**config.mk**
```make
export PLATFORM = sky130hd
export DESIGN_NAME = cud_job_issuer
export DESIGN_NICKNAME = d
export VERILOG_FILES = /design/src/rtl/cud_job_issuer.sv
export SDC_FILE = /design/constraint.sdc
export NUM_CORES = 1
export LEC_CHECK = 0
export ABC_CLOCK_PERIOD_IN_PS = 4660
export CAP_MARGIN = 10
export CORE_UTILIZATION = 58
export DETAILED_ROUTE_END_ITERATION = 10
export GPL_TIMING_DRIVEN = 0
export PLACE_DENSITY_LB_ADDON = 0.12
export SETUP_SLACK_MARGIN = 0.2
export SLEW_MARGIN = 20
export SYNTH_ARGS = -nofsm -noshare
export SYNTH_HDL_FRONTEND = slang
export SYNTH_SLANG_ARGS = --single-unit
export TNS_END_PERCENT = 30
```
**constraint.sdc**
```tcl
create_clock -name clk -period 4.66 [get_ports clk]
set_clock_uncertainty 0.1 [all_clocks]
set_input_delay 0.699 -clock clk [delete_from_list [all_inputs] [get_ports clk]]
set_output_delay 0.699 -clock clk [all_outputs]
set_load 0.02 [all_outputs]
```
**src/rtl/cud_job_issuer.sv**
```systemverilog
// cud_job_issuer: initiator side of the CUD start/done handshake.
// Buffers (v, x) Q5.11 operand jobs in a small FIFO, issues them to the CUD
// one at a time (vSig/XSig/start), waits for a rising done, captures the
// distance and returns it through a valid/ready result port.
// Optional feature macro: CUD_JOB_TIMEOUT_EN -- aborts a job whose done never
// rises within TIMEOUT cycles of entering WAIT, returning a zero result
// flagged by res_timeout and pulsing cud_rst.
module cud_job_issuer #(
  parameter int unsigned DEPTH        = 4,
  parameter int unsigned START_CYCLES = 2,
  parameter int unsigned TIMEOUT      = 64
) (
  input  logic        clk,
  input  logic        rst,
  input  logic        in_valid,
  output logic        in_ready,
  input  logic [15:0] in_v,
  input  logic [15:0] in_x,
  output logic [15:0] vSig,
  output logic [15:0] XSig,
  output logic        start,
  output logic        cud_rst,
  input  logic        done,
  input  logic [15:0] distance,
  output logic        res_valid,
  input  logic        res_ready,
  output logic [15:0] res_distance,
  output logic        res_timeout,
  output logic        busy
);

  localparam int unsigned DW  = 16;
  localparam int unsigned AW  = (DEPTH > 1) ? $clog2(DEPTH) : 1;
  localparam int unsigned PW  = AW + 1;
  localparam int unsigned SCW = (START_CYCLES > 1) ? $clog2(START_CYCLES) : 1;

  localparam logic [1:0] S_IDLE  = 2'd0;
  localparam logic [1:0] S_START = 2'd1;
  localparam logic [1:0] S_WAIT  = 2'd2;

  // Reject illegal parameterisations at elaboration
  if ((DEPTH < 2) || ((DEPTH & (DEPTH - 1)) != 0)) begin : g_bad_depth
    $error("cud_job_issuer: DEPTH must be a power of two and at least 2");
  end
  if (START_CYCLES < 1) begin : g_bad_start
    $error("cud_job_issuer: START_CYCLES must be at least 1");
  end
  if (TIMEOUT < 1) begin : g_bad_timeout
    $error("cud_job_issuer: TIMEOUT must be at least 1");
  end

  // Job FIFO storage and pointers (extra MSB separates full from empty)
  logic [2*DW-1:0] r_mem [DEPTH];
  logic [PW-1:0]   r_wr_ptr;
  logic [PW-1:0]   r_rd_ptr;

  // FSM and registered outputs
  logic [1:0]      r_state,     w_state_nxt;
  logic [SCW-1:0]  r_scnt,      w_scnt_nxt;
  logic            r_start,     w_start_nxt;
  logic [DW-1:0]   r_vsig,      w_vsig_nxt;
  logic [DW-1:0]   r_xsig,      w_xsig_nxt;
  logic            r_res_valid, w_res_valid_nxt;
  logic [DW-1:0]   r_res_dist,  w_res_dist_nxt;
  logic            r_cud_rst,   w_cud_rst_nxt;
  logic            r_done_q;

`ifdef CUD_JOB_TIMEOUT_EN
  localparam int unsigned TW = (TIMEOUT > 1) ? $clog2(TIMEOUT) : 1;
  logic [TW-1:0]   r_tcnt,      w_tcnt_nxt;
  logic            r_res_to,    w_res_to_nxt;
`endif

  logic            w_empty;
  logic            w_full;
  logic            w_push;
  logic            w_pop;
  logic            w_done_rise;
  logic            w_slot_free;
  logic [2*DW-1:0] w_head;

  assign w_empty     = (r_wr_ptr == r_rd_ptr);
  assign w_full      = (r_wr_ptr[AW-1:0] == r_rd_ptr[AW-1:0]) &&
                       (r_wr_ptr[AW] != r_rd_ptr[AW]);
  assign w_push      = in_valid && !w_full;
  assign w_head      = r_mem[r_rd_ptr[AW-1:0]];
  assign w_done_rise = done && !r_done_q;
  // The result slot frees up in the same cycle the consumer takes it
  assign w_slot_free = !r_res_valid || res_ready;

  // Next-state and next-output logic for the issue FSM
  always_comb begin
    w_state_nxt     = r_state;
    w_scnt_nxt      = r_scnt;
    w_start_nxt     = r_start;
    w_vsig_nxt      = r_vsig;
    w_xsig_nxt      = r_xsig;
    w_res_valid_nxt = r_res_valid;
    w_res_dist_nxt  = r_res_dist;
    w_cud_rst_nxt   = 1'b0;
    w_pop           = 1'b0;
`ifdef CUD_JOB_TIMEOUT_EN
    w_tcnt_nxt      = r_tcnt;
    w_res_to_nxt    = r_res_to;
`endif

    if (r_res_valid && res_ready) begin
      w_res_valid_nxt = 1'b0;
    end

    case (r_state)
      S_IDLE: begin
        if (!w_empty && w_slot_free) begin
          w_pop       = 1'b1;
          w_vsig_nxt  = w_head[2*DW-1:DW];
          w_xsig_nxt  = w_head[DW-1:0];
          w_start_nxt = 1'b1;
          w_scnt_nxt  = '0;
          w_state_nxt = S_START;
        end
      end
      S_START: begin
        // done edges seen here belong to a previous job and are ignored
        if (r_scnt == SCW'(START_CYCLES - 1)) begin
          w_start_nxt = 1'b0;
          w_state_nxt = S_WAIT;
`ifdef CUD_JOB_TIMEOUT_EN
          w_tcnt_nxt  = '0;
`endif
        end else begin
          w_scnt_nxt = r_scnt + SCW'(1);
        end
      end
      S_WAIT: begin
        if (w_done_rise) begin
          w_res_dist_nxt  = distance;
          w_res_valid_nxt = 1'b1;
          w_state_nxt     = S_IDLE;
`ifdef CUD_JOB_TIMEOUT_EN
          w_res_to_nxt    = 1'b0;
        end else if (r_tcnt == TW'(TIMEOUT - 1)) begin
          w_res_dist_nxt  = '0;
          w_res_valid_nxt = 1'b1;
          w_res_to_nxt    = 1'b1;
          w_cud_rst_nxt   = 1'b1;
          w_state_nxt     = S_IDLE;
        end else begin
          w_tcnt_nxt = r_tcnt + TW'(1);
`endif
        end
      end
      default: begin
        w_start_nxt = 1'b0;
        w_state_nxt = S_IDLE;
      end
    endcase
  end

  // State and output registers; reset discards every queued or pending job
  always_ff @(posedge clk) begin
    if (rst) begin
      r_state     <= S_IDLE;
      r_scnt      <= '0;
      r_start     <= 1'b0;
      r_vsig      <= '0;
      r_xsig      <= '0;
      r_res_valid <= 1'b0;
      r_res_dist  <= '0;
      r_cud_rst   <= 1'b1;
      r_done_q    <= 1'b0;
      r_wr_ptr    <= '0;
      r_rd_ptr    <= '0;
`ifdef CUD_JOB_TIMEOUT_EN
      r_tcnt      <= '0;
      r_res_to    <= 1'b0;
`endif
    end else begin
      r_state     <= w_state_nxt;
      r_scnt      <= w_scnt_nxt;
      r_start     <= w_start_nxt;
      r_vsig      <= w_vsig_nxt;
      r_xsig      <= w_xsig_nxt;
      r_res_valid <= w_res_valid_nxt;
      r_res_dist  <= w_res_dist_nxt;
      r_cud_rst   <= w_cud_rst_nxt;
      r_done_q    <= done;
      if (w_push) begin
        r_wr_ptr <= r_wr_ptr + PW'(1);
      end
      if (w_pop) begin
        r_rd_ptr <= r_rd_ptr + PW'(1);
      end
`ifdef CUD_JOB_TIMEOUT_EN
      r_tcnt      <= w_tcnt_nxt;
      r_res_to    <= w_res_to_nxt;
`endif
    end
  end

  // FIFO payload write; contents need no reset since pointers gate visibility
  always_ff @(posedge clk) begin
    if (w_push) begin
      r_mem[r_wr_ptr[AW-1:0]] <= {in_v, in_x};
    end
  end

  assign in_ready     = !w_full;
  assign vSig         = r_vsig;
  assign XSig         = r_xsig;
  assign start        = r_start;
  assign cud_rst      = r_cud_rst;
  assign res_valid    = r_res_valid;
  assign res_distance = r_res_dist;
  assign busy         = (r_state != S_IDLE) || !w_empty;
`ifdef CUD_JOB_TIMEOUT_EN
  assign res_timeout  = r_res_to;
`else
  assign res_timeout  = 1'b0;
`endif

endmodule
```
==> qor_table.md <==
| Stage | Result | Value |
|---|---|---|
| outcome | Outcome | finished, final reports clean |
| power | Areal power density over the cells | 558 nW/um^2 |
| layout | Number of standard cells in the layout, taps in and fillers out | 768 |
| routing | Iter 0 DRT Violations | 219 |
| timing | Setup TNS | 0 ps |
| clocking | TritonCTS Sinks | 189 |
| global routing | Antenna violations before repair | 0 |
| clocking | Resized cells post-CTS | 0 |
| die | DIE AREA | 13,200 sq um |
| clocking | TritonCTS clock tree | done |
| synth | Synthesized flop and latch total | 189 |
| layout | Count of fill cells added during filler insertion | 764 |
| timing | Final setup violating endpoints | 0 |
| clocking | Number of buffers inserted for hold repair after clock tree synthesis | 0 |
| die | Placeable core region | 12,200 sq um |
| place | Gp weighted congestion | 0.766 |
| synth | Most common flop cell mapped by yosys | edfxtp_1 |
| synth | Synthesized area divided by synthesized cell count | 16.1 sq um |
| timing | Period utilisation layout | 0.637 |
| clocking | CTS clock-pin slew for the worst setup and hold paths | 60 ps |
| die | Height of the die | 115 um |
| routing | DRC violations left | 0 |
| synth | Top area cells in the synthesized netlist | edfxtp_1 (52%), dfxtp_1 (16%), mux4_2 (9.1%), nand2b_1 (6.1%), mux2i_1 (4.6%) |
| clocking | Clock network latency to the later pin of the worst-skew pair | 430 ps |
| clocking | Maximum buffer depth of the clock tree | 2 |
| routing | Post-DR wirelength/cell | 18.3 um |
| layout | Multi-input logic area | 2180 sq um |
| global routing | Maximum number of pins on one net before global-route repair | 21 |
| timing | Upper clock frequency limit | 337 MHz |
| routing | Met3 WL | 808 um |
| clocking | Post-CTS Setup Repair Bufs | 0 |
| setup path | Largest stage delay on the critical path | 600 ps |
| clocking | CTS H-tree depth | 4 |
| global routing | Vias in the first global route | 4,218 |
| routing | Routed metal-1 wirelength | 5.65 mm |
| global routing | Global-route wire length before repair | 21.8 mm |
| timing | Number of hold-slack violations in the final timing report | 0 |
| layout | Most common library cell in the layout ignoring fill and taps | edfxtp_1 |
| layout | Final #Nets | 645 |
| layout | Area growth from synthesis to layout | 26.3% |
| setup path | Arrival time at the worst endpoint | 2170 ps |
| routing | Top Metal Used | met4 |
| place | Estimated wirelength of the detail-placed design | 9.24 mm |
| setup path | Slowest-stage cell, CP | clkdlybuf4s50_1 |
| setup path | Critical path buffers and inverters | 2 |
| routing | Vias per inst | 5.39 |
| synth | Cell count after synthesis | 459 |
| layout | Share of final-layout standard cells stronger than drive strength 1 | 0.145 |
| place | Inst Count DP | 736 |
| layout | ANT cells | 0 |
| power | Worst supply voltage drop on vdd | 0.511 mV |
| timing | Transition at the pin with the smallest max-transition slack | 671 ps |
| timing | Total count of max-transition violations in the final report | 0 |
| setup path | Start-to-end type of the worst setup path | reg -> out |
| synth | Sequential element share of the synthesized area | 0.684 |
| die | Number of placement rows | 40 |
| clocking | CTS Buf Count | 17 |
| setup path | Critical path cell sequence | buf_4, xor2_2, nor3_1, nand2_1, clkdlybuf4s50_1 |
| power | Static power due to leakage | 3.23 nW |
| global routing | Total gr overflow | 0 |
| synth | Unique masters post-synth | 40 |
| synth | Number of warnings issued by yosys | 0 |
| global routing | Global Route Usage Sum | 0.230 |
| power | Pwr Total | 0.00522 W |
| synth | Number of flops mapped to enable cells by yosys | 128 |
| place | Number of port buffers | 105 |
| setup path | Critical-path maximum fanout | 9 |
| hold path | Class of the most critical hold timing path | reg -> reg |
| layout | Most frequent cells in the layout | edfxtp_1 (128), clkdlybuf4s50_1 (105), nand2b_1 (72) |
| die | I/O pin total | 107 |
| routing | DR pass1 iterations | 5 |
| setup path | Critical Path End Type | primary output |
| setup path | Category of the worst setup path launch point | register |
| synth | Cell type with the highest aggregate area in the netlist | edfxtp_1 |
| setup path | Crit path required time | 3860 ps |
| timing | Setup repair after global routing missed its margin | false |
| clocking | Clock Tree Root | clkbuf_16 |
| layout | FF+latch area | 5060 sq um |
| synth | Async S/R FF share, synth | 0 |
| routing | Number of nets still failing antenna checks after routing | 0 |
| setup path | Cell family contributing the most delay on the critical path | buffers and inverters |
| die | Starting Density | 0.606 |
| synth | Syn Nets | 517 |
| synth | Fraction of synthesized cell area taken by the top area cell type | 0.519 |
| timing | Slew margin rel. | 0.552 |
| flow run | Max capacitance violation total | 0 |
| die | Die Width | 115 um |
| routing | Detailed route wirelength on metal2 | 7.37 mm |
| synth | Area of the mapped netlist | 7400 sq um |
| routing | Count of vias placed by the detailed router | 4,141 |
| timing | Min cycle time layout | 2970 ps |
| routing | DRT Wirelength | 14.1 mm |
[area by class of cell]
class                      instances  area share
timing repair buffer             109       0.124
clock buffer                      20      0.0488
multi-input combinational        239       0.233
clock inverter                    12      0.0126
buffer                            27      0.0165
sequential                       189       0.541
inverter                           4     0.00160
tap                              168      0.0225
[worst min-delay path, cell delays in order (launching register included)]
cell and delay (ps):
dfxtp_1 310, nand2_1 50, a21oi_1 50
[final timing paths]
check                           slack [ps]               to            start  depth (start not counted)
worst max-delay path                  1690             busy      r_rd_ptr[0]                          5
worst min-delay path                   360  res_distance[0]  res_distance[0]                          2
worst max register to register        2280     r_mem[1][21]      r_rd_ptr[0]                          5
worst min register to register         360  res_distance[0]  res_distance[0]                          2
[through the flow]
stage	instance area (sq um)	util	hold WS (ps)	setup slack [ps]
floorplan	7400	-	363	2340
global placement	8670	0.710	343	1240
detailed placement	8780	0.719	348	1740
CTS	9360	0.766	356	1660
global route	9360	0.766	375	1580
finish	9360	0.766	356	1690
[where the power goes]
part	total [W]	switching, W	internal (W)
combinational	0.00164	0.000814	0.000826
sequential	0.00218	0.000126	0.00206
clock	0.00140	0.000588	0.000813
total	0.00522	0.00153	0.00369
[per-layer routing]
layer | GRT usage | vias up
met5 | 0 | -
met4 | 0.0996 | 0
met3 | 0.0580 | 17
met2 | 0.393 | 136
met1 | 0.280 | 2033
li1 | - | 1955
[flip-flops by register name, indices dropped and copies added (netlist names)]
| name | count |
|---|---|
| cud_rst | 1 |
| r_done_q | 1 |
| res_distance | 16 |
| vSig | 16 |
| XSig | 16 |
| res_valid | 1 |
| r_mem | 128 |
| r_rd_ptr | 3 |
| r_state | 2 |
| start | 1 |
| r_scnt | 1 |
| r_wr_ptr | 3 |
[synth_stat cells, types with 2 or more instances]
cell and instances:
buf_6 4, edfxtp_1 128, a21oi_1 18, nand2b_1 72, nand3_1 2, nor2_1 4
inv_1 4, mux4_2 30, and2_1 5, nor4bb_1 2, xnor2_1 3, mux4_1 2
buf_4 5, buf_2 3, nor2b_1 5, mux2_2 2, o21ai_0 2, ha_1 5
mux2i_1 34, clkbuf_1 15, nand2_1 34, nor3b_1 2, dfxtp_1 61
[logic make-up (layout without fill, tap and decap cells)]
logic type,after synthesis,in the layout,synth area share
AOI/OAI and AO/OA,30,30,0.0286
xor gates and xnor gates,6,6,0.0106
adders and majority gates,5,5,0.00845
buffers and inverters,31,172,0.0228
DFF,189,189,0.684
muxes,68,68,0.147
other,1,1,0.000506
and+or+nand+nor,129,129,0.0977
Power figures use the tool's default switching activity.
